[src/rtl/taglist_builder.sv]
// taglist_builder: scans sequence-ROM end markers and writes tag-list RAM entries.
// Define TAGLIST_RESTART_EN to decode flag 01 as restart-tag.
module taglist_builder #(
  parameter int ADDR_W   = 10,
  parameter int TAG_W    = 7,
  parameter int DATA_W   = 32,
  parameter int ROM_LAT  = 1,
  parameter int MAX_TAGS = 2**TAG_W-1
) (
  input  logic              clk_50MHz,
  input  logic              reset_n,
  input  logic              start,
  output logic [ADDR_W-1:0] rom_addr,
  input  logic [1:0]        rom_flag,
  output logic              ram_wr_en,
  output logic [TAG_W-1:0]  ram_wr_addr,
  output logic [DATA_W-1:0] ram_wr_data,
  output logic              busy,
  output logic              done,
  output logic [TAG_W-1:0]  tag_count,
  output logic              error
);

  localparam int ENT_W = TAG_W + 2*ADDR_W + 1;
  localparam logic [TAG_W:0] MAX_SEQ = (TAG_W+1)'(MAX_TAGS);

  typedef enum logic [1:0] {
    S_IDLE,
    S_SCAN,
    S_DRAIN
  } state_t;

  state_t r_state, w_state;

  logic [ADDR_W-1:0] r_rom_addr, w_rom_addr;
  logic              r_rd_vld, w_rd_vld;
  logic [ADDR_W-1:0] r_tag_start, w_tag_start;
  logic [TAG_W:0]    r_seq, w_seq;
  logic [TAG_W-1:0]  r_tag_count, w_tag_count;
  logic              r_error, w_error;
  logic              r_busy, w_busy;
  logic              r_done, w_done;
  logic              r_wr_en, w_wr_en;
  logic [TAG_W-1:0]  r_wr_addr, w_wr_addr;
  logic [DATA_W-1:0] r_wr_data, w_wr_data;

  // address delay line, aligned with rom_flag
  logic [ADDR_W-1:0] r_dl_addr [ROM_LAT];
  logic [ROM_LAT-1:0] r_dl_vld;

  logic              w_vld;
  logic [ADDR_W-1:0] w_a;
  logic              w_over;
  logic              w_last_a;
  logic              w_stop;
  logic              w_abort;
  logic [ENT_W-1:0]  w_entry;

  assign w_vld    = r_dl_vld[ROM_LAT-1];
  assign w_a      = r_dl_addr[ROM_LAT-1];
  assign w_over   = r_seq > MAX_SEQ;
  assign w_last_a = &w_a;
  assign w_entry  = {r_seq[TAG_W-1:0], r_tag_start, w_a, rom_flag[0]};

  always_ff @(posedge clk_50MHz) begin
    if (!reset_n || r_state != S_SCAN || w_stop) begin
      r_dl_vld <= '0;
    end else begin
      r_dl_vld[0] <= r_rd_vld;
      for (int i = 1; i < ROM_LAT; i++) begin
        r_dl_vld[i] <= r_dl_vld[i-1];
      end
    end
    r_dl_addr[0] <= r_rom_addr;
    for (int i = 1; i < ROM_LAT; i++) begin
      r_dl_addr[i] <= r_dl_addr[i-1];
    end
  end

  always_ff @(posedge clk_50MHz) begin
    if (!reset_n) begin
      r_state     <= S_IDLE;
      r_rom_addr  <= '0;
      r_rd_vld    <= 1'b0;
      r_tag_start <= '0;
      r_seq       <= '0;
      r_tag_count <= '0;
      r_error     <= 1'b0;
      r_busy      <= 1'b0;
      r_done      <= 1'b0;
      r_wr_en     <= 1'b0;
      r_wr_addr   <= '0;
      r_wr_data   <= '0;
    end else begin
      r_state     <= w_state;
      r_rom_addr  <= w_rom_addr;
      r_rd_vld    <= w_rd_vld;
      r_tag_start <= w_tag_start;
      r_seq       <= w_seq;
      r_tag_count <= w_tag_count;
      r_error     <= w_error;
      r_busy      <= w_busy;
      r_done      <= w_done;
      r_wr_en     <= w_wr_en;
      r_wr_addr   <= w_wr_addr;
      r_wr_data   <= w_wr_data;
    end
  end

  always_comb begin
    w_state     = r_state;
    w_rom_addr  = r_rom_addr;
    w_rd_vld    = r_rd_vld;
    w_tag_start = r_tag_start;
    w_seq       = r_seq;
    w_tag_count = r_tag_count;
    w_error     = r_error;
    w_busy      = r_busy;
    w_done      = 1'b0;
    w_wr_en     = 1'b0;
    w_wr_addr   = r_wr_addr;
    w_wr_data   = r_wr_data;
    w_stop      = 1'b0;
    w_abort     = 1'b0;
    unique case (r_state)
      S_IDLE: begin
        if (start) begin
          w_state     = S_SCAN;
          w_busy      = 1'b1;
          w_rom_addr  = '0;
          w_rd_vld    = 1'b1;
          w_tag_count = '0;
          w_error     = 1'b0;
          w_tag_start = '0;
          w_seq       = (TAG_W+1)'(1);
        end
      end
      S_SCAN: begin
        // hold at the top address rather than wrap
        if (r_rd_vld) begin
          if (&r_rom_addr) w_rd_vld = 1'b0;
          else w_rom_addr = r_rom_addr + 1'b1;
        end
        if (w_vld) begin
          if (rom_flag[1]) begin
            if (w_over) begin
              w_abort = 1'b1;
            end else begin
              w_wr_en     = 1'b1;
              w_wr_addr   = TAG_W'(r_seq - 1'b1);
              w_wr_data   = DATA_W'(w_entry);
              w_tag_count = r_tag_count + 1'b1;
              if (rom_flag[0]) begin
                w_stop = 1'b1;
              end else begin
                w_tag_start = w_a + 1'b1;
                w_seq       = r_seq + 1'b1;
              end
            end
          end else if (w_last_a) begin
            w_abort = 1'b1;
`ifdef TAGLIST_RESTART_EN
          end else if (rom_flag[0]) begin
            w_tag_start = w_a + 1'b1;
`endif
          end
        end
        if (w_abort) begin
          w_stop  = 1'b1;
          w_error = 1'b1;
        end
        if (w_stop) begin
          w_state  = S_DRAIN;
          w_busy   = 1'b0;
          w_done   = 1'b1;
          w_rd_vld = 1'b0;
        end
      end
      S_DRAIN: w_state = S_IDLE;
      default: w_state = S_IDLE;
    endcase
  end

  assign rom_addr    = r_rom_addr;
  assign ram_wr_en   = r_wr_en;
  assign ram_wr_addr = r_wr_addr;
  assign ram_wr_data = r_wr_data;
  assign busy        = r_busy;
  assign done        = r_done;
  assign tag_count   = r_tag_count;
  assign error       = r_error;

endmodule

[config.mk]
export PLATFORM = sky130hd
export DESIGN_NAME = taglist_builder
export DESIGN_NICKNAME = d
export VERILOG_FILES = /design/src/rtl/taglist_builder.sv
export SDC_FILE = /design/constraint.sdc
export NUM_CORES = 1
export LEC_CHECK = 0
export BUFFER_PORTS_ARGS = -buffer_cell sky130_fd_sc_hd__buf_2
export CORE_MARGIN = 10
export CORE_UTILIZATION = 50
export DETAILED_ROUTE_END_ITERATION = 10
export PLACE_DENSITY = 0.85
export SYNTH_ARGS = -nofsm -noshare
export SYNTH_HDL_FRONTEND = slang
export SYNTH_SLANG_ARGS = --single-unit
[constraint.sdc]
create_clock -name clk_50MHz -period 1.5 [get_ports clk_50MHz]
set_input_delay 0.3 -clock clk_50MHz [delete_from_list [all_inputs] [get_ports clk_50MHz]]
set_output_delay 0.3 -clock clk_50MHz [all_outputs]
set_load 0.02 [all_outputs]
==> out/summary.txt <==
outcome: finished with violations
failing checks: setup timing
number of synthesized flops with an enable pin: 0
Hold Vio Cnt, Final: 0
max-capacitance violation count: 0
core area: 0.00718 mm²
Netlist cell types: 50
final design area excluding fillers: 0.00523 mm²
WP data required: 1.79 ns
Mean Syn Cell Area: 8.61 µm²
main area contributors after synthesis: dfxtp_1 48%, nand2_1 8.5%, a21oi_1 7.0%, xnor2_1 2.6%, nand3_1 2.6%
sequential area share after synthesis: 48.2%
DRT Pass-1 Iters: 5
worst-skew pair later-pin latency: 0.35 ns
Max Clock Freq: 618 MHz
largest net degree at the start of global routing: 39
Worst Hold Launch: reset_n
global route overflow: 0
Syn Std Cell Area: 0.00365 mm²
layout cells sized above 1: 41.3%
Nets: 566
Startpoint Class: flip-flop
CP max-delay cell: dfxtp_4
initial antenna violation count: 0
Die Span Y: 105 µm
yosys warns: 0
Slowest Stage Delay on Critical Path: 0.36 ns
routed wire length: 10900 µm
peak supply drop: 528 µV
commonest non-fill, non-tap cells in the layout: 79 x nand2_1, 67 x buf_4, 66 x dfxtp_1
root buf cell: clkbuf_8
CTS Buf Count: 9
GPL Wtd Cong: 0.859
Slew Limit Fails: 0
TritonCTS clock tree: built
clock sinks: 88
critical path startpoint: rom_addr[1]
DR DRC count: 0
Routed Antenna Nets: 0
Yosys top cell area share: 48.2%
period utilization: 108%
Hold Buf Count CTS: 0
Total GRT Usage: 17.3%
FP Rows: 31
Die X-Extent: 105 µm
io pins: 65
vias per cell: 5.57
routed wire length per instance: 16.6 µm
global-route wire length before repair: 16200 µm
static leakage: 0.00210 µW
Starting Density: 50.9%
Main synth FF type: dfxtp_1
total power: 4290 µW
area leader, netlist: dfxtp_1
Max clock buf depth: 2
Buffers on Ports: 60
total power divided by cell area: 820 mW/mm²
# setup viols final: 10
number of global-route vias before repair: 3480
antenna cells: 0
Post-Syn Instances: 424
Period minus WS final: 1.62 ns
critical path endpoint category: flip-flop
worst r2r src: rom_addr[1]
commonest non-fill, non-tap cell in the layout: nand2_1
H-tree Lvls: 3
Vias: 3664
DP Area: 0.00457 mm²
Worst Setup Path Type: flip-flop to flip-flop
Seq cells post-synth: 88
Min-Delay Path Class: input port to flip-flop
Clock Skew: 0.00487 ns
worst path arrival time: 1.91 ns
Clock transition at path regs: 0.08 ns
die footprint: 0.0111 mm²
post-DP HPWL: 7170 µm
fin worst setup slack: -0.118 ns
Worst Path Max Fanout: 7
Area growth syn-to-layout: 43.2%
async set-reset flop share out of synthesis: 0%
Critical Path, Cell by Cell: ha_4 -> nand4_1 -> buf_6 -> o311ai_4 -> buf_12 -> a2111oi_4 -> mux2i_1
RSZ-0062 raised after global routing: yes
number of DRC markers in iteration 0: 243
[area by class of cell]
class / count / area, µm²
repair buffers: 142 / 1030
inverters: 9 / 33.8
clock buffers: 10 / 128
flip-flops and latches: 88 / 1800
multi-input cells: 306 / 2070
clock inverters: 4 / 46.3
well taps: 99 / 124
fillers: 503 / 1950
[final timing paths]
kind,end,slack (ns),cells after the start
max,rom_addr[9],-0.12,7
min,r_state[0],0.24,3
min reg2reg,ram_wr_data[26],0.45,2
max reg2reg,rom_addr[9],-0.12,7
[kinds of logic (layout without fill, tap and decap cells)]
group	Yosys count	count (layout)	synth area share, %
AO/OA/AOI/OAI	94	95	16.0
XOR/XNOR	15	15	3.60
adder cells (fa/ha/maj)	5	5	1.71
buffers and inverters	34	165	4.28
flip-flops	88	88	48.2
multiplexers	7	7	1.99
other	1	4	0.103
AND/OR/NAND/NOR	180	180	24.0
[report_power, final]
part | internal, µW | switching, µW
logic | 175 | 212
registers | 2340 | 20.3
clock network | 748 | 788
total | 3270 | 1020
[Yosys cell counts, drive strengths merged, types with 7 or more instances]
master,instances
a21oi,51
nand4,7
clkbuf,16
dfxtp,88
a211oi,12
nor2,25
inv,9
o21ai,10
nand2,83
buf,9
or3,8
nor3,11
xnor2,11
nand3,19
[through the flow]
step / setup TNS [ns] / std cells / hold WS (ns) / util [%] / setup WS [ns]
floorplan: -0.316 / 427 / 0.416 / - / -0.0500
global placement: -0.464 / 626 / 0.442 / 63.7 / -0.0913
detailed placement: -3.28 / 626 / 0.445 / 63.7 / -0.188
CTS: -0.243 / 641 / 0.205 / 67.4 / -0.0645
global route: -1.74 / 658 / 0.249 / 72.9 / -0.194
finish: -0.397 / 658 / 0.237 / 72.9 / -0.118
[state kept, by name (all words and copies together), names as in the netlist, 2 cells and up]
name,count
r_dl_addr,10
r_seq,8
r_state,2
r_tag_start,10
ram_wr_addr,7
ram_wr_data,28
rom_addr,10
tag_count,7
[per-layer routing]
metal  share of wire (%)  vias up  global-route usage [%]
met5                   0        -                       0
met2                  49      152                    28.7
met4                 2.5        0                    7.25
met3                 7.0       28                    4.75
li1                    -     1744                       -
met1                  41     1740                    20.5
[worst max-delay path, delay by kind of cell, from the launching register on]
family                   cells  cell delay, ns
AO/OA/AOI/OAI                2            0.43
flip-flops                   1            0.36
buffers and inverters        2            0.30
multiplexers                 1            0.21
adder cells (fa/ha/maj)      1            0.16
AND/OR/NAND/NOR              1            0.10
[what timing repair did]
action,in CTS,in global routing
hold endpoints to repair,0,0
endpoints found under the setup margin,66,45
gates cloned,0,2
buffers inserted,1,15
pin swaps,5,29
resized for setup,24,56
Power figures use the tool's default switching activity.
